==> src/rtl/regfile_pkg.sv <==
// Shared definitions for the multi-port register file: default sizing
// constants and the clear/run state encoding.
package regfile_pkg;

  localparam int XLEN_DEFAULT  = 64;
  localparam int NREGS_DEFAULT = 32;
  localparam int NREAD_DEFAULT = 2;

  typedef enum logic {
    CLEAR = 1'b0,
    RUN   = 1'b1
  } state_t;

endpackage

==> src/rtl/regfile_mp_if.sv <==
// Bus bundle of the multi-port register file: read ports, writeback port,
// scoreboard allocation port and the ready indication.
interface regfile_mp_if
  import regfile_pkg::*;
#(
  parameter int XLEN  = XLEN_DEFAULT,
  parameter int NREGS = NREGS_DEFAULT,
  parameter int NREAD = NREAD_DEFAULT
);
  localparam int AW = $clog2(NREGS);

  logic                  ready;
  logic [NREAD*AW-1:0]   rd_addr;
  logic [NREAD*XLEN-1:0] rd_data;
  logic [NREAD-1:0]      rd_busy;
  logic                  wr_en;
  logic [AW-1:0]         wr_addr;
  logic [XLEN-1:0]       wr_data;
  logic                  alloc_en;
  logic [AW-1:0]         alloc_addr;

  modport master (
    input  ready, rd_data, rd_busy,
    output rd_addr, wr_en, wr_addr, wr_data, alloc_en, alloc_addr
  );

  modport slave (
    output ready, rd_data, rd_busy,
    input  rd_addr, wr_en, wr_addr, wr_data, alloc_en, alloc_addr
  );

endinterface

==> src/rtl/regfile_scoreboard.sv <==
// Busy-bit scoreboard: one pending bit per architectural register.
// Allocation sets a bit, an accepted writeback clears it; when both hit the
// same register in one cycle the allocation wins. Register 0 never goes busy.
module regfile_scoreboard #(
  parameter int NREGS = 32
) (
  input  logic                     clk,
  input  logic                     rst,
  input  logic                     set_en,
  input  logic [$clog2(NREGS)-1:0] set_addr,
  input  logic                     clr_en,
  input  logic [$clog2(NREGS)-1:0] clr_addr,
  output logic [NREGS-1:0]         busy
);

  logic [NREGS-1:0] busy_d;

  // Next busy vector: clear first so a same-register set overrides it
  always_comb begin
    busy_d = busy;
    if (clr_en) busy_d[clr_addr] = 1'b0;
    if (set_en) busy_d[set_addr] = 1'b1;
    busy_d[0] = 1'b0;
  end

  // Busy state register
  always_ff @(posedge clk) begin
    if (rst) busy <= '0;
    else     busy <= busy_d;
  end

endmodule

==> src/rtl/regfile_mp.sv <==
// Multi-port register file with scoreboard and a post-reset clear sequence.
// After reset the array is zeroed one entry per cycle; only then is ready
// raised and traffic accepted. Register 0 is hard-wired to zero.
// Optional macro REGFILE_BYPASS_EN forwards a same-cycle writeback to reads;
// without it a read sees the pre-write array value.
module regfile_mp
  import regfile_pkg::*;
#(
  parameter int XLEN  = XLEN_DEFAULT,
  parameter int NREGS = NREGS_DEFAULT,
  parameter int NREAD = NREAD_DEFAULT
) (
  input  logic        clk,
  input  logic        rst,
  regfile_mp_if.slave bus
);

  localparam int AW = $clog2(NREGS);

  state_t                state_q, state_d;
  logic [AW-1:0]         clr_cnt_q, clr_cnt_d;
  logic                  ready;
  logic                  clr_last;
  logic                  wr_acc;
  logic                  alloc_acc;
  logic [NREGS-1:0]      busy;
  logic [XLEN-1:0]       mem [NREGS];
  logic [NREAD*XLEN-1:0] rd_data_v;
  logic [NREAD-1:0]      rd_busy_v;

  assign ready     = (state_q == RUN);
  assign clr_last  = (clr_cnt_q == AW'(NREGS - 1));
  assign wr_acc    = bus.wr_en & ready & (bus.wr_addr != '0);
  assign alloc_acc = bus.alloc_en & ready & (bus.alloc_addr != '0);

  // Clear FSM state and counter; reset restarts the clear from index 0
  always_ff @(posedge clk) begin
    if (rst) begin
      state_q   <= CLEAR;
      clr_cnt_q <= '0;
    end else begin
      state_q   <= state_d;
      clr_cnt_q <= clr_cnt_d;
    end
  end

  // Next state: walk the counter to the last index, then hold it there in RUN
  always_comb begin
    state_d   = state_q;
    clr_cnt_d = clr_cnt_q;
    case (state_q)
      CLEAR: begin
        if (clr_last) state_d   = RUN;
        else          clr_cnt_d = clr_cnt_q + 1'b1;
      end
      RUN:     state_d = RUN;
      default: state_d = CLEAR;
    endcase
  end

  // Data array: zeroed by the clear walk, written by accepted writebacks
  always_ff @(posedge clk) begin
    if (state_q == CLEAR)  mem[clr_cnt_q]   <= '0;
    else if (wr_acc)       mem[bus.wr_addr] <= bus.wr_data;
  end

  regfile_scoreboard #(
    .NREGS (NREGS)
  ) u_scoreboard (
    .clk      (clk),
    .rst      (rst),
    .set_en   (alloc_acc),
    .set_addr (bus.alloc_addr),
    .clr_en   (wr_acc),
    .clr_addr (bus.wr_addr),
    .busy     (busy)
  );

  // Independent read muxes; outputs held at zero until the clear completes
  always_comb begin
    rd_data_v = '0;
    rd_busy_v = '0;
    for (int i = 0; i < NREAD; i++) begin
      logic [AW-1:0]   addr;
      logic [XLEN-1:0] val;
      addr = bus.rd_addr[i*AW +: AW];
      val  = mem[addr];
`ifdef REGFILE_BYPASS_EN
      if (wr_acc && (bus.wr_addr == addr)) val = bus.wr_data;
`endif
      if (!ready || (addr == '0)) val = '0;
      rd_data_v[i*XLEN +: XLEN] = val;
      rd_busy_v[i]              = ready & busy[addr];
    end
  end

  assign bus.ready   = ready;
  assign bus.rd_data = rd_data_v;
  assign bus.rd_busy = rd_busy_v;

endmodule

==> src/flat_wrapper.sv <==
// flat-port wrapper written by rule: the top's interface ports become plain ports
module regfile_mp_flat import regfile_pkg::*;
#(
  parameter int XLEN  = XLEN_DEFAULT,
  parameter int NREGS = NREGS_DEFAULT,
  parameter int NREAD = NREAD_DEFAULT
)
  (clk, rst, bus_ready, bus_rd_data, bus_rd_busy, bus_rd_addr, bus_wr_en, bus_wr_addr, bus_wr_data, bus_alloc_en, bus_alloc_addr);
  regfile_mp_if #(.XLEN(XLEN), .NREGS(NREGS), .NREAD(NREAD)) bus_i ();
  input  logic clk;
  input  logic rst;
  output wire logic [$bits(bus_i.ready)-1:0] bus_ready;
  output wire logic [$bits(bus_i.rd_data)-1:0] bus_rd_data;
  output wire logic [$bits(bus_i.rd_busy)-1:0] bus_rd_busy;
  input wire logic [$bits(bus_i.rd_addr)-1:0] bus_rd_addr;
  input wire logic [$bits(bus_i.wr_en)-1:0] bus_wr_en;
  input wire logic [$bits(bus_i.wr_addr)-1:0] bus_wr_addr;
  input wire logic [$bits(bus_i.wr_data)-1:0] bus_wr_data;
  input wire logic [$bits(bus_i.alloc_en)-1:0] bus_alloc_en;
  input wire logic [$bits(bus_i.alloc_addr)-1:0] bus_alloc_addr;
  assign bus_ready = bus_i.ready;
  assign bus_rd_data = bus_i.rd_data;
  assign bus_rd_busy = bus_i.rd_busy;
  assign bus_i.rd_addr = bus_rd_addr;
  assign bus_i.wr_en = bus_wr_en;
  assign bus_i.wr_addr = bus_wr_addr;
  assign bus_i.wr_data = bus_wr_data;
  assign bus_i.alloc_en = bus_alloc_en;
  assign bus_i.alloc_addr = bus_alloc_addr;
  regfile_mp #(.XLEN(XLEN), .NREGS(NREGS), .NREAD(NREAD)) u_core (.clk(clk), .rst(rst), .bus(bus_i));
endmodule
==> config.mk <==
export PLATFORM = sky130hd
export DESIGN_NAME = regfile_mp_flat
export DESIGN_NICKNAME = d
export VERILOG_FILES = /design/src/rtl/regfile_pkg.sv /design/src/rtl/regfile_mp_if.sv /design/src/rtl/regfile_scoreboard.sv /design/src/rtl/regfile_mp.sv /design/src/flat_wrapper.sv
export SDC_FILE = /design/constraint.sdc
export NUM_CORES = 2
export LEC_CHECK = 0
export CAP_MARGIN = 20
export CORE_AREA = 2 2 467 469
export DETAILED_ROUTE_END_ITERATION = 10
export DIE_AREA = 0 0 469 471
export GPL_ROUTABILITY_DRIVEN = 1
export PLACE_DENSITY = 0.68
export SYNTH_ARGS = -nofsm -noshare
export SYNTH_HDL_FRONTEND = slang
export SYNTH_HIERARCHICAL = 1
export SYNTH_SLANG_ARGS = --single-unit
==> constraint.sdc <==
create_clock -name clk -period 17.5 [get_ports clk]
set_input_delay 4.375 -clock clk [delete_from_list [all_inputs] [get_ports clk]]
set_output_delay 4.375 -clock clk [all_outputs]
set_load 0.01 [all_outputs]
==> impl_metrics.yaml <==
grt:
  grt_pass1_wl_mm: 400
  gr-usage-all-layers: 0.256
  antenna_found_initial: 10
  grt_pass1_vias: 54300
  grt_max_degree: 109
  overflow: 0
cts:
  worstSkewPairLatency_ps: 880
  cts_tree: "built"
  cts.repair.resized: 0
  ctsHtreeMaxLevel: 4
  cts_buffer_depth: 3
  cts_hold_buffers: 0
  root_buffer: "clkbuf_16"
  post-cts-setup-buffers: 0
  clk_pin_slew_ps: 60
  cts.sinks: 2085
  cts_made_buffers: 210
floorplan:
  die-area_um2: 221000
  die_height_um: 471
  io_pins: 219
  coreArea_um2: 216000
  initial_utilization: 0.448
  row_count: 171
  die_w_um: 469
critical_path:
  cp_data_arrival_time_ps: 8770
  start_kind: "primary input"
  crit_start: "bus_rd_addr[6]"
  r2r_start: "u_core/bus.ready"
  cpMostUsedCell: "buf_4"
  crit_chain: "buf_8, buf_4, buf_4, mux4_2, mux2i_1, o221ai_1, clkdlybuf4s50_1"
  cp-end-kind: "primary output"
  crit_path_max_incr_delay_ps: 980
  critical_path.max_fanout: 75
  criticalPathCategory: "primary input to primary output"
  cp_slowest_cell: "buf_4"
  crit_required_ps: 13120
cells_and_area:
  syn_to_final_growth_pct: 12.7
  nets: 5033
  drive_gt1_frac: 0.297
power_and_ir_drop:
  power.density_nw_per_um2: 96.6
  ir_drop_mv: 0.0944
  p_leak_nw: 32.8
logic_synthesis:
  synthArstFlopShare: 0
  synth_cells: 4731
  ys_types: 64
  ys_ff_latch: 2085
  synthFlopType: "edfxtp_1"
  synthesis.area_um2: 96900
  syn_area_per_cell_um2: 20.5
  synth_edf_count: 2048
  syn-num-nets: 4821
  seq_area_frac_synth: 0.642
  yosys_warnings: 6
routing:
  wirelength_mm: 285
  ant_nets: 0
  drc: 0
  drtIter0Drc: 7343
  drtPass1Iterations: 5
  vias: 53800
  routed_via_density: 6.74
  wl_per_cell_um: 35.7
sta:
  layout_min_cycle_time_ps: 13150
  holdWs_ps: 594
  fmax_mhz: 76.0
  setup_violations: 0
  fin_crit_sh: 0.751
  finalClockSkew_ps: 38.6
  fin_setup_tns_ps: 0
  final_max_slew_viol_count: 0
  setup_ws_ps: 4350
  relSlewSlack: 0.182
  tightest_slew_ps: 1210
  rsz0062_at_grt: "false"
  final-hold-violation-count: 0
flow_run:
  drv_cap: 0
placement:
  dp_hpwl_mm: 153
  io_buffers: 218
  pre_cts_slack_ps: 4370
  gp_congestion: 0.807
outcome:
  status: "complete, no violations"
worst_hold_path:
  hp-start: "u_core/clr_cnt_q[1]"
  hold_path_class: "flop to flop"
flip-flops by register name, summed over array words and instances, names as in the netlist:
register	cells
u_core/bus.ready	1
u_core/clr_cnt_q	5
u_core/mem	2048
u_core/u_scoreboard/busy	31
through the flow:
stage / utilization / power (mW) / instance area (um^2) / std cells
after global placement: 0.474 / 6.24 / 102000 / 7578
after floorplan: - / 6.06 / 96900 / 4731
after CTS: 0.505 / 10.6 / 109000 / 7973
after global routing: 0.505 / 10.8 / 109000 / 7979
after detailed placement: 0.474 / 6.24 / 102000 / 7579
final: 0.505 / 10.5 / 109000 / 7981
cell usage after synthesis (10+ instances only):
library cell | n | share of area
and2_1 | 66 | 0.0043
mux2_2 | 14 | 0.0016
nand3_1 | 10 | 0.00052
nor2_1 | 63 | 0.0024
o21ai_1 | 24 | 0.0012
buf_6 | 13 | 0.0015
mux2i_1 | 534 | 0.055
buf_1 | 38 | 0.0015
o22ai_1 | 115 | 0.0074
buf_4 | 17 | 0.0013
nor3_1 | 26 | 0.0013
edfxtp_1 | 2048 | 0.63
and2b_1 | 22 | 0.0017
o21ai_0 | 57 | 0.0029
clkbuf_1 | 135 | 0.0052
nand2_1 | 26 | 0.0010
nand3b_1 | 12 | 0.00093
o221ai_1 | 70 | 0.0063
dfxtp_1 | 37 | 0.0076
mux4_2 | 1009 | 0.23
a21oi_1 | 12 | 0.00062
o22a_1 | 69 | 0.0062
nor2b_1 | 17 | 0.0011
or2_1 | 45 | 0.0029
buf_2 | 158 | 0.0082
placed cells by master, fill, tap and decap left out, types with 24 or more instances in the layout:
cell type and n:
nor2_4 32, nand2_1 24, o21ai_0 57, o21ai_1 24
buf_4 133, o22ai_1 115, clkbuf_16 213, dfxtp_1 36
clkinv_2 46, and2_1 66, edfxtp_1 2048, o221ai_1 70
clkbuf_1 40, clkdlybuf4s50_1 210, or2_1 45, mux2i_1 534
o22a_1 69, clkinv_1 56, mux4_2 1009, nor3_1 26
nor2_1 30
where the power goes:
group	switching (mW)	leakage, nW	internal, mW
sequential	0.0236	17.1	5.47
clock	1.96	3.26	2.45
combinational	0.352	12.4	0.298
total	2.33	32.8	8.21
logic make-up (layout without fill, tap and decap cells):
group / Yosys count / count (layout) / synth area share
multiplexers: 1557 / 1557 / 0.291
adder cells (fa/ha/maj): 2 / 2 / 0.000258
XOR/XNOR: 3 / 3 / 0.000271
AO/OA/AOI/OAI: 395 / 395 / 0.0288
AND/OR/NAND/NOR: 320 / 320 / 0.0187
other: 1 / 3 / 0.0000387
flip-flops: 2085 / 2085 / 0.642
buffers and inverters: 368 / 762 / 0.0180
worst paths after layout:
path                              end  slack [ps]  cells past startpoint
hold / removal    u_core/clr_cnt_q[1]         590                      2
setup reg to reg   u_core/mem[13][19]       11890                      9
setup / recovery     bus_rd_data[112]        4350                      7
hold reg to reg   u_core/clr_cnt_q[1]         590                      2
cell type report:
cell class	count	area, um^2
flip-flops and latches	2085	62200
clock buffers	252	5460
diodes	2	5.00
inverters	5	28.8
well taps	2854	3570
repair buffers	363	3480
clock inverters	142	1210
fillers	17000	107000
multi-input cells	2278	33200
worst max-delay path, delay by kind of cell:
kind                   cells  cell delay (ps)
multiplexers               2              450
buffers and inverters      4             2910
AO/OA/AOI/OAI              1              780
routing by layer:
layer  vias up  global-route usage  wire length (um)
li1      21100                   -                 -
met1     29000               0.352            108000
met2      3157               0.419            140000
met3       567              0.0387             25700
met4         2              0.0883             10600
met5         -                   0                 7
(Power assumes the default switching activity.)
